===== src/rtl/ga_pkg.sv =====
// rtl/ga_pkg.sv - shared defaults and constants for the gate-array sync/interrupt block
package ga_pkg;
   localparam int HSYNC_DELAY_DEF = 2;
   localparam int HSYNC_MAX_DEF   = 4;
   localparam int VSYNC_LINES_DEF = 26;
   localparam int INT_LINES_DEF   = 52;
   localparam int INT_THRESHOLD   = 32;

   typedef logic [1:0] mode_t;
endpackage


===== src/rtl/ga_sync_int.sv =====
// rtl/ga_sync_int.sv - monitor sync generation, 52-line interrupt counter and mode latch
module ga_sync_int
   import ga_pkg::*;
#(
   parameter int HSYNC_DELAY = HSYNC_DELAY_DEF,
   parameter int HSYNC_MAX   = HSYNC_MAX_DEF,
   parameter int VSYNC_LINES = VSYNC_LINES_DEF,
   parameter int INT_LINES   = INT_LINES_DEF
) (
   input  logic       CLOCK,
   input  logic       nRESET,
   input  logic       CLKEN,
   input  logic       HSYNC_IN,
   input  logic       VSYNC_IN,
   input  logic       INT_ACK,
   input  logic       INT_CLR,
   input  logic       MODE_WE,
   input  logic [1:0] MODE_DI,
   output logic       INT,
   output logic       HSYNC_OUT,
   output logic       VSYNC_OUT,
   output logic       CSYNC,
   output logic [1:0] MODE,
   output logic [5:0] R52
);
   localparam int HDW = $clog2(HSYNC_DELAY + 1);
   localparam int HMW = $clog2(HSYNC_MAX + 1);
   localparam int VLW = $clog2(VSYNC_LINES + 1);

   logic           hs_q, hs_d, vs_q, vs_d;
   logic           hs_arm_q, hs_arm_d, vs_arm_q, vs_arm_d;
   logic [HDW-1:0] hdly_q, hdly_d;
   logic [HMW-1:0] hwid_q, hwid_d;
   logic           hsync_out_q, hsync_out_d;
   logic [VLW-1:0] vcnt_q, vcnt_d;
   logic           vsync_out_q, vsync_out_d;
   logic [1:0]     vdly_q, vdly_d;
   logic [5:0]     r52_q, r52_d;
   logic           int_q, int_d;
   mode_t          mode_q, mode_d, mode_pend_q, mode_pend_d;

   logic           hs_rise, hs_fall, vs_rise, vs_fall;
   logic           vsync_rst, wrap, set_int;
   logic [6:0]     r52_inc;
   logic [5:0]     r52_ack;

   // A sync input seen high straight out of reset is ignored until it has been low once.
   assign hs_rise = CLKEN & HSYNC_IN & hs_arm_q & ~hs_q;
   assign hs_fall = CLKEN & ~HSYNC_IN & hs_q;
   assign vs_rise = CLKEN & VSYNC_IN & vs_arm_q & ~vs_q;
   assign vs_fall = CLKEN & ~VSYNC_IN & vs_q;

   assign vsync_rst = hs_fall & (vdly_q == 2'd1);
   assign r52_inc   = {1'b0, r52_q} + 7'd1;
   assign r52_ack   = {1'b0, r52_q[4:0]};
   assign wrap      = (r52_inc == 7'(INT_LINES));
   assign set_int   = hs_fall & (wrap | (vsync_rst & (r52_q >= 6'(INT_THRESHOLD))));

   always_comb begin
      hs_d     = hs_q;
      vs_d     = vs_q;
      hs_arm_d = hs_arm_q | (CLKEN & ~HSYNC_IN);
      vs_arm_d = vs_arm_q | (CLKEN & ~VSYNC_IN);
      if (CLKEN) begin
         hs_d = HSYNC_IN & hs_arm_q;
         vs_d = VSYNC_IN & vs_arm_q;
      end
   end

   always_comb begin
      hdly_d      = hdly_q;
      hwid_d      = hwid_q;
      hsync_out_d = hsync_out_q;
      if (CLKEN) begin
         if (hs_rise) begin
            hdly_d = HDW'(HSYNC_DELAY);
         end else if (hdly_q != '0) begin
            if (!HSYNC_IN) begin
               hdly_d = '0;
            end else if (hdly_q == HDW'(1)) begin
               hdly_d      = '0;
               hsync_out_d = 1'b1;
               hwid_d      = HMW'(HSYNC_MAX);
            end else begin
               hdly_d = hdly_q - HDW'(1);
            end
         end
         if (hsync_out_q) begin
            if (!HSYNC_IN || hwid_q == HMW'(1)) begin
               hsync_out_d = 1'b0;
            end else begin
               hwid_d = hwid_q - HMW'(1);
            end
         end
      end
   end

   always_comb begin
      vcnt_d      = vcnt_q;
      vsync_out_d = vsync_out_q;
      vdly_d      = vdly_q;
      if (vs_rise) begin
         vsync_out_d = 1'b1;
         vcnt_d      = VLW'(VSYNC_LINES);
      end else if (vs_fall) begin
         vsync_out_d = 1'b0;
      end else if (vsync_out_q && hs_fall) begin
         if (vcnt_q == VLW'(1)) begin
            vsync_out_d = 1'b0;
         end else begin
            vcnt_d = vcnt_q - VLW'(1);
         end
      end
      if (vs_rise) begin
         vdly_d = 2'd2;
      end else if (hs_fall && vdly_q != 2'd0) begin
         vdly_d = vdly_q - 2'd1;
      end
   end

   // Acknowledge first, line event overrides it, INT_CLR overrides everything.
   always_comb begin
      int_d = int_q;
      r52_d = r52_q;
      if (INT_ACK) begin
         int_d = 1'b0;
         r52_d = r52_ack;
      end
      if (hs_fall) begin
         if (set_int) begin
            int_d = 1'b1;
            r52_d = '0;
         end else if (vsync_rst) begin
            r52_d = '0;
         end else begin
            r52_d = (INT_ACK ? r52_ack : r52_q) + 6'd1;
         end
      end
      if (INT_CLR) begin
         int_d = 1'b0;
         r52_d = '0;
      end
   end

   always_comb begin
      mode_pend_d = MODE_WE ? MODE_DI : mode_pend_q;
      mode_d      = hs_rise ? mode_pend_q : mode_q;
   end

   always_ff @(posedge CLOCK or negedge nRESET) begin
      if (!nRESET) begin
         hs_q        <= 1'b0;
         vs_q        <= 1'b0;
         hs_arm_q    <= 1'b0;
         vs_arm_q    <= 1'b0;
         hdly_q      <= '0;
         hwid_q      <= '0;
         hsync_out_q <= 1'b0;
         vcnt_q      <= '0;
         vsync_out_q <= 1'b0;
         vdly_q      <= '0;
         r52_q       <= '0;
         int_q       <= 1'b0;
         mode_q      <= '0;
         mode_pend_q <= '0;
      end else begin
         hs_q        <= hs_d;
         vs_q        <= vs_d;
         hs_arm_q    <= hs_arm_d;
         vs_arm_q    <= vs_arm_d;
         hdly_q      <= hdly_d;
         hwid_q      <= hwid_d;
         hsync_out_q <= hsync_out_d;
         vcnt_q      <= vcnt_d;
         vsync_out_q <= vsync_out_d;
         vdly_q      <= vdly_d;
         r52_q       <= r52_d;
         int_q       <= int_d;
         mode_q      <= mode_d;
         mode_pend_q <= mode_pend_d;
      end
   end

   assign INT       = int_q;
   assign HSYNC_OUT = hsync_out_q;
   assign VSYNC_OUT = vsync_out_q;
   assign CSYNC     = hsync_out_q | vsync_out_q;
   assign MODE      = mode_q;
   assign R52       = r52_q;
endmodule


===== config.mk =====
export PLATFORM = sky130hd
export DESIGN_NAME = ga_sync_int
export DESIGN_NICKNAME = d
export VERILOG_FILES = /design/src/rtl/ga_pkg.sv /design/src/rtl/ga_sync_int.sv
export SDC_FILE = /design/constraint.sdc
export NUM_CORES = 1
export LEC_CHECK = 0
export ABC_AREA = 1
export BUFFER_PORTS_ARGS = -buffer_cell sky130_fd_sc_hd__buf_2
export CAP_MARGIN = 40
export CORE_ASPECT_RATIO = 1.75
export CORE_MARGIN = 5
export CORE_UTILIZATION = 45
export DETAILED_ROUTE_END_ITERATION = 8
export PLACE_DENSITY_LB_ADDON = 0.2
export RECOVER_POWER = 50
export SLEW_MARGIN = 20
export SYNTH_ARGS = -nofsm -noshare
export SYNTH_HDL_FRONTEND = slang
export SYNTH_SLANG_ARGS = --single-unit

===== constraint.sdc =====
create_clock -name CLOCK -period 1.49 [get_ports CLOCK]
set_input_delay 0.149 -clock CLOCK [delete_from_list [all_inputs] [get_ports CLOCK]]
set_output_delay 0.149 -clock CLOCK [all_outputs]
set_load 0.03 [all_outputs]

======== Word-level counts from Yosys, hierarchy flattened ========
Cells that the tools add are included.
storage, ports and cells
  register bits after elaboration ......... 29
  output and inout port bits .............. 12
  input bits .............................. 10
  word-level logic and storage cells ...... 100
cells by class
  bitwise logic cells ..................... 23
  add/subtract/negate cells ............... 6
  equality and inequality tests ........... 7
  reduce and logical (&&, ||, !) cells .... 14
  multiplexer cells ....................... 35
  magnitude comparators ................... 1
operators with widths
  kind                 count
  $mux 6               5
  $mux 5               4
  $mux 3               6
  $and 1x1->1          15
  $mux 1               14
  $mux 2               6
  $reduce_bool 2->1    5
  $add 6x1->7 const B  1
  $eq 7x6->1 const B   1
  $add 6x1->6 const B  1
  $ge 6x6->1 const B   1
  $reduce_bool 3->1    2
  $eq 5x1->1 const B   1
  $sub 5x1->5 const B  1
  $eq 2x1->1 const B   2
  $ne 2x2->1 const B   2
  $not 1->1            4
  $or 1x1->1           4
  $reduce_and 2->1     2
  $sub 2x1->2 const B  2
  $eq 3x1->1 const B   1
  $reduce_and 3->1     1
  $sub 3x1->3 const B  1
  $logic_and 1x1->1    2
  2 further kinds      2

======== Depth between registers and ports, before layout ========
  depth after elaboration ................. 10
  depth in mapped cells ................... 9
  gate-level depth less buffers ........... 9

======== Worst setup path before layout ========
No wires, ideal clock.
  path kind ............................... register to register
  start point ............................. register r52_q[1] (netlist: R52[1])
  end point ............................... register int_q (netlist: INT)
  clock period less this slack ............ 1.567 ns
  library setup time ...................... 0.077 ns
  arrival ................................. 1.490 ns
  required time ........................... 1.413 ns
  path buffers ............................ 0
  slack ................................... -0.077 ns
  cell stages (with the launch flop) ...... 8
  path through ............................ dfrtp_1 ha_1 nand3_1 xnor2_1 nand3_2 nand2_2 nand2_1 a21oi_1
on the way
  word-level cells in the longest chain between the ends .. 7
  elaborated cells between the ends (all ways) .. 9
  classes of those cells .................. 1 x add/sub; 1 x order compare; 1 x eq/ne; 3 x mux; 3 x bitwise
RTL lines
  item                                       RTL line                              source
  start: declaration                         ga_sync_int.sv:38                     logic [5:0] r52_q, r52_d;
  start signal: assignment                   ga_sync_int.sv:177                    r52_q <= r52_d;
  $add 6x1->7 or $ge 6x6->1 (tied branches)  ga_sync_int.sv:54, ga_sync_int.sv:57
  $eq 7x6->1 or $and 1x1->1 (tied branches)  ga_sync_int.sv:56, ga_sync_int.sv:57
  $or 1x1->1 *                               ga_sync_int.sv:57                     assign set_int = hs_fall & (wrap | (vsync_rst & (r52_q >= 6'(INT_THRESHOLD))));
  $and 1x1->1 *                              ga_sync_int.sv:57
  $mux 1 *                                   ga_sync_int.sv:130                    if (set_int) begin
  $mux 1 *                                   ga_sync_int.sv:129                    if (hs_fall) begin
  $mux 1 *                                   ga_sync_int.sv:139                    if (INT_CLR) begin
  net int_d                                  ga_sync_int.sv:39                     logic int_q, int_d;
  end signal: assignment                     ga_sync_int.sv:178                    int_q <= int_d;
  end: declaration                           ga_sync_int.sv:39
Mark *: on every way through the listed nets, which the timed path passes. The rest lies on a longest branch.
A chain may end at the register's enable or synchronous reset.

======== Final worst setup path ========
  start point ............................. register vcnt_q[1]
  end point ............................... register vcnt_q[2]
on the way
  word-level cells in the longest chain between the ends .. 5
  elaborated cells between the ends (all ways) .. 8
  classes of those cells .................. 1 x add/sub; 2 x eq/ne; 4 x mux; 1 x reduce/logical
RTL lines
  item                      RTL line            source
  start: declaration        ga_sync_int.sv:35   logic [VLW-1:0] vcnt_q, vcnt_d;
  start signal: assignment  ga_sync_int.sv:174  vcnt_q <= vcnt_d;
  $sub 5x1->5               ga_sync_int.sv:111  vcnt_d = vcnt_q - VLW'(1);
  $mux 5                    ga_sync_int.sv:108  if (vcnt_q == VLW'(1)) begin
  $mux 5                    ga_sync_int.sv:107  end else if (vsync_out_q && hs_fall) begin
  $mux 5                    ga_sync_int.sv:105  end else if (vs_fall) begin
  $mux 5                    ga_sync_int.sv:102  if (vs_rise) begin
Several ways; a longest one is shown, not always the timed one. The select of a mux whose other input is x is not followed.

==> summary.txt <==
Clocking
  • Clock latency on the worst-skew pair: 0.28 ns
  • Root Driver: clkbuf_8
  • Clock transition at the registers of the reported paths: 0.06 ns
  • Clock sink count: 29
  • Clock Path Buffers: 2
  • CTS HTree Levels: 2
  • Clock buffer count from CTS: 5
  • CTS tree: done

Global route
  • Wire length of the first global-routing pass: 5620 um
  • Initial antenna violation count: 0
  • Largest net degree at the start of global routing: 30
  • Number of global-route vias before repair: 1341
  • All-layer global routing usage: 15.9%
  • Global route overflow: 0

Drt
  • Count of nets left with antenna violations after detail routing: 0
  • Number of vias per cell after detailed routing: 5.00
  • DRC marker count from the first detailed-route iteration: 16
  • Detailed-router iteration count before antenna repair: 4
  • Number of remaining DRC errors: 0
  • Via Count: 1321
  • Drt total wl: 3330 um
  • Routed WL per cell: 12.6 um

Logic synthesis
  • Cells after synthesis: 183
  • Register bit count reported by yosys: 29
  • Cell area after synthesis: 1580 um^2
  • Xor-xnor portion of the synthesized cell area: 0.555%
  • Largest family of logic cells by synthesized area: simple AND/OR/NAND/NOR gates
  • Yosys cell types: 26
  • Post-Synthesis Net Count: 204
  • Multiplexer share of the synthesized area: 0%
  • Complex-gate fraction of the synthesized area: 12.3%
  • Adder-Cell Fraction of Synth Area: 8.72%
  • Mean post-synth cell area: 8.62 um^2
  • Simple-gate share of the synthesized area: 23.4%
  • Synth warnings: 0
  • Sequential cell area fraction in the yosys report: 46.0%

Placement
  • Final HPWL DP: 2430 um
  • Last weighted congestion value of the routability-driven placer: 0.715
  • Quantity of I/O buffers inserted on ports: 21
  • Pre-CTS setup slack: 0.0492 ns

Final layout
  • Number of nets in the layout: 239
  • Ant. Diodes: 0
  • Fraction of final layout cells with drive strength greater than 1: 25.6%
  • Area growth from synthesis to final layout: 23.1%

Setup path
  • Data arrival time at the worst-slack endpoint: 1.60 ns
  • Nature of the critical path startpoint: register
  • Logic depth of the worst register-to-register path: 9
  • Type of the setup path with the least slack: reg -> reg
  • Sort of element at the end of the critical path: register
  • Data required time of the critical path: 1.69 ns
  • Crit-path max FO: 5

Power and ir drop
  • Pwr/cell area: 1280 nW/um^2
  • Total net switching power: 0.836 mW
  • Logic gate share of total power: 27.8%
  • Total leakage power: 0.972 nW
  • Share of power burned in registers: 43.7%
  • Share of total power consumed by net switching: 33.7%
  • Peak supply drop: 0.000748 V
  • Clock share of power: 28.6%
  • Internal power summed over all cells: 1.64 mW

Timing
  • Post-layout min period: 1.39 ns
  • RSZ-0062 raised after global routing: yes
  • Post-Route Skew: 0.00327 ns
  • Slew headroom: 52.1%
  • Transition time of the tightest slew-check pin: 0.719 ns
  • Worst slack on hold paths: 0.0798 ns
  • Setup violators final: 0
  • Final clock period utilization by the worst path: 93.6%
  • Final Hold Viols: 0
  • Setup WS post-layout: 0.0954 ns
  • Maximum operating frequency: 717 MHz
  • Max Transition Viols Final: 0

Die
  • Die extent in y: 88.3 um
  • Area of the die: 4840 um^2
  • Initial Util: 46.4%
  • Width of the die: 54.8 um
  • Placeable core area: 3400 um^2
  • Site row count: 28
  • Boundary pin count: 22

Run
  • Maximum Capacitance Violations: 0

Status
  • Outcome: finished, final reports clean

Worst hold path
  • Hold WC Path Type: in -> reg
  • Worst hold stages: 3
-- cell usage in the layout (no fill, tap or decap), types with 3 or more instances in the layout --
master,netlist,final
clkbuf_8,0,7
nor2_1,5,4
nand3_1,21,21
buf_4,2,7
nand2_1,30,30
o21ai_0,17,17
o21ai_1,3,3
a21oi_1,6,4
o22ai_1,4,4
nand4_1,4,4
ha_1,11,10
buf_2,0,20
inv_1,32,32
dfrtp_1,29,27
-- synth_stat cells --
cell type	instances	area, um^2
nor2_1	5	18.8
nand2_2	3	18.8
xnor2_1	1	8.76
nand3_2	1	10.0
nor2_2	1	6.26
inv_2	2	7.51
or2_2	1	6.26
inv_1	32	120
nand3_1	21	105
a21oi_1	6	30.0
dfrtp_1	29	726
buf_4	2	15.0
o21bai_1	2	15.0
nand2_1	30	113
o21ai_1	3	15.0
o21ai_0	17	85.1
a31oi_1	1	6.26
o21ai_2	1	8.76
ha_1	11	138
nand4_4	1	21.3
nor3_1	1	5.00
nand4_1	4	25.0
nor3_4	2	32.5
o22ai_1	4	25.0
o221ai_1	1	8.76
nand3b_1	1	7.51
-- path summary, 6_finish.rpt --
| path | from | to | slack [ns] |
|---|---|---|---|
| max in group asynchronous | nRESET | R52[1] | 0.52 |
| setup / recovery | vcnt_q[1] | vcnt_q[2] | 0.1 |
| min in group asynchronous | nRESET | R52[4] | 0.46 |
| hold reg to reg | MODE[1] | MODE[1] | 0.49 |
| setup reg to reg | vcnt_q[1] | vcnt_q[2] | 0.1 |
| hold / removal | MODE_DI[1] | mode_pend_q[1] | 0.08 |
-- metal layers --
metal | GRT usage, % | part of all wire [%] | wire length, um | vias up
li1 | - | - | - | 672
met1 | 17.2 | 40 | 1340 | 615
met2 | 27.3 | 53 | 1750 | 25
met3 | 4.22 | 4.7 | 155 | 9
met4 | 7.94 | 2.4 | 80 | 0
met5 | 0 | 0 | 0 | -
-- final cells by class --
class / instances / area, um^2
repair buffers: 30 / 179
flip-flops and latches: 29 / 728
fillers: 313 / 1460
well taps: 45 / 56.3
clock inverters: 1 / 5.00
clock buffers: 7 / 96.3
multi-input cells: 118 / 749
inverters: 34 / 128
-- critical path: stages, from the launching register on --
cell and delay (ns):
dfrtp_1 0.39, inv_1 0.08, ha_1 0.14, nand3_1 0.10, nand3_1 0.15, nand2_4 0.08
buf_4 0.15, nand2_1 0.05, nand2_1 0.05, a21oi_1 0.12
-- repair_timing --
item / in CTS / in global routing
setup endpoints to repair: 0 / 6
hold buffers: 1 / 0
gates resized for setup: 0 / 9
hold endpoints to repair: 29 / 0
setup buffers: 0 / 5
-- metrics by stage --
step | power, mW | cells | area, um^2 | utilization, % | setup TNS [ns]
global route | 2.69 | 264 | 1940 | 57.1 | -0.0254
CTS | 2.48 | 259 | 1860 | 54.7 | 0
global placement | 1.69 | 250 | 1750 | 51.5 | 0
finish | 2.48 | 264 | 1940 | 57.1 | 0
floorplan | 1.55 | 183 | 1580 | - | 0
detailed placement | 1.75 | 250 | 1750 | 51.5 | 0
-- power groups by stage --
stage	Clock [mW]	Sequential, mW	Combinational [mW]
2_1_floorplan	0	1.12	0.432
3_3_place_gp	0	1.08	0.609
3_5_place_dp	0	1.09	0.658
4_1_cts	0.734	1.08	0.662
5_1_grt	0.766	1.11	0.807
6_report	0.708	1.08	0.689
-- registers in the layout (all words and copies together) (netlist names) --
signal,count
R52,6
vcnt_q,5
hwid_q,3
MODE,2
hdly_q,2
mode_pend_q,2
vdly_q,2
HSYNC_OUT,1
INT,1
VSYNC_OUT,1
hs_arm_q,1
hs_q,1
vs_arm_q,1
vs_q,1
-- logic make-up (layout without fill, tap and decap cells) --
group / count (synthesis) / after routing
XOR/XNOR: 1 / 1
AND/OR/NAND/NOR: 71 / 71
adder cells (fa/ha/maj): 11 / 11
AO/OA/AOI/OAI: 35 / 35
flip-flops: 29 / 29
buffers and inverters: 36 / 72
Note: power is estimated with default switching activity, not from simulation.
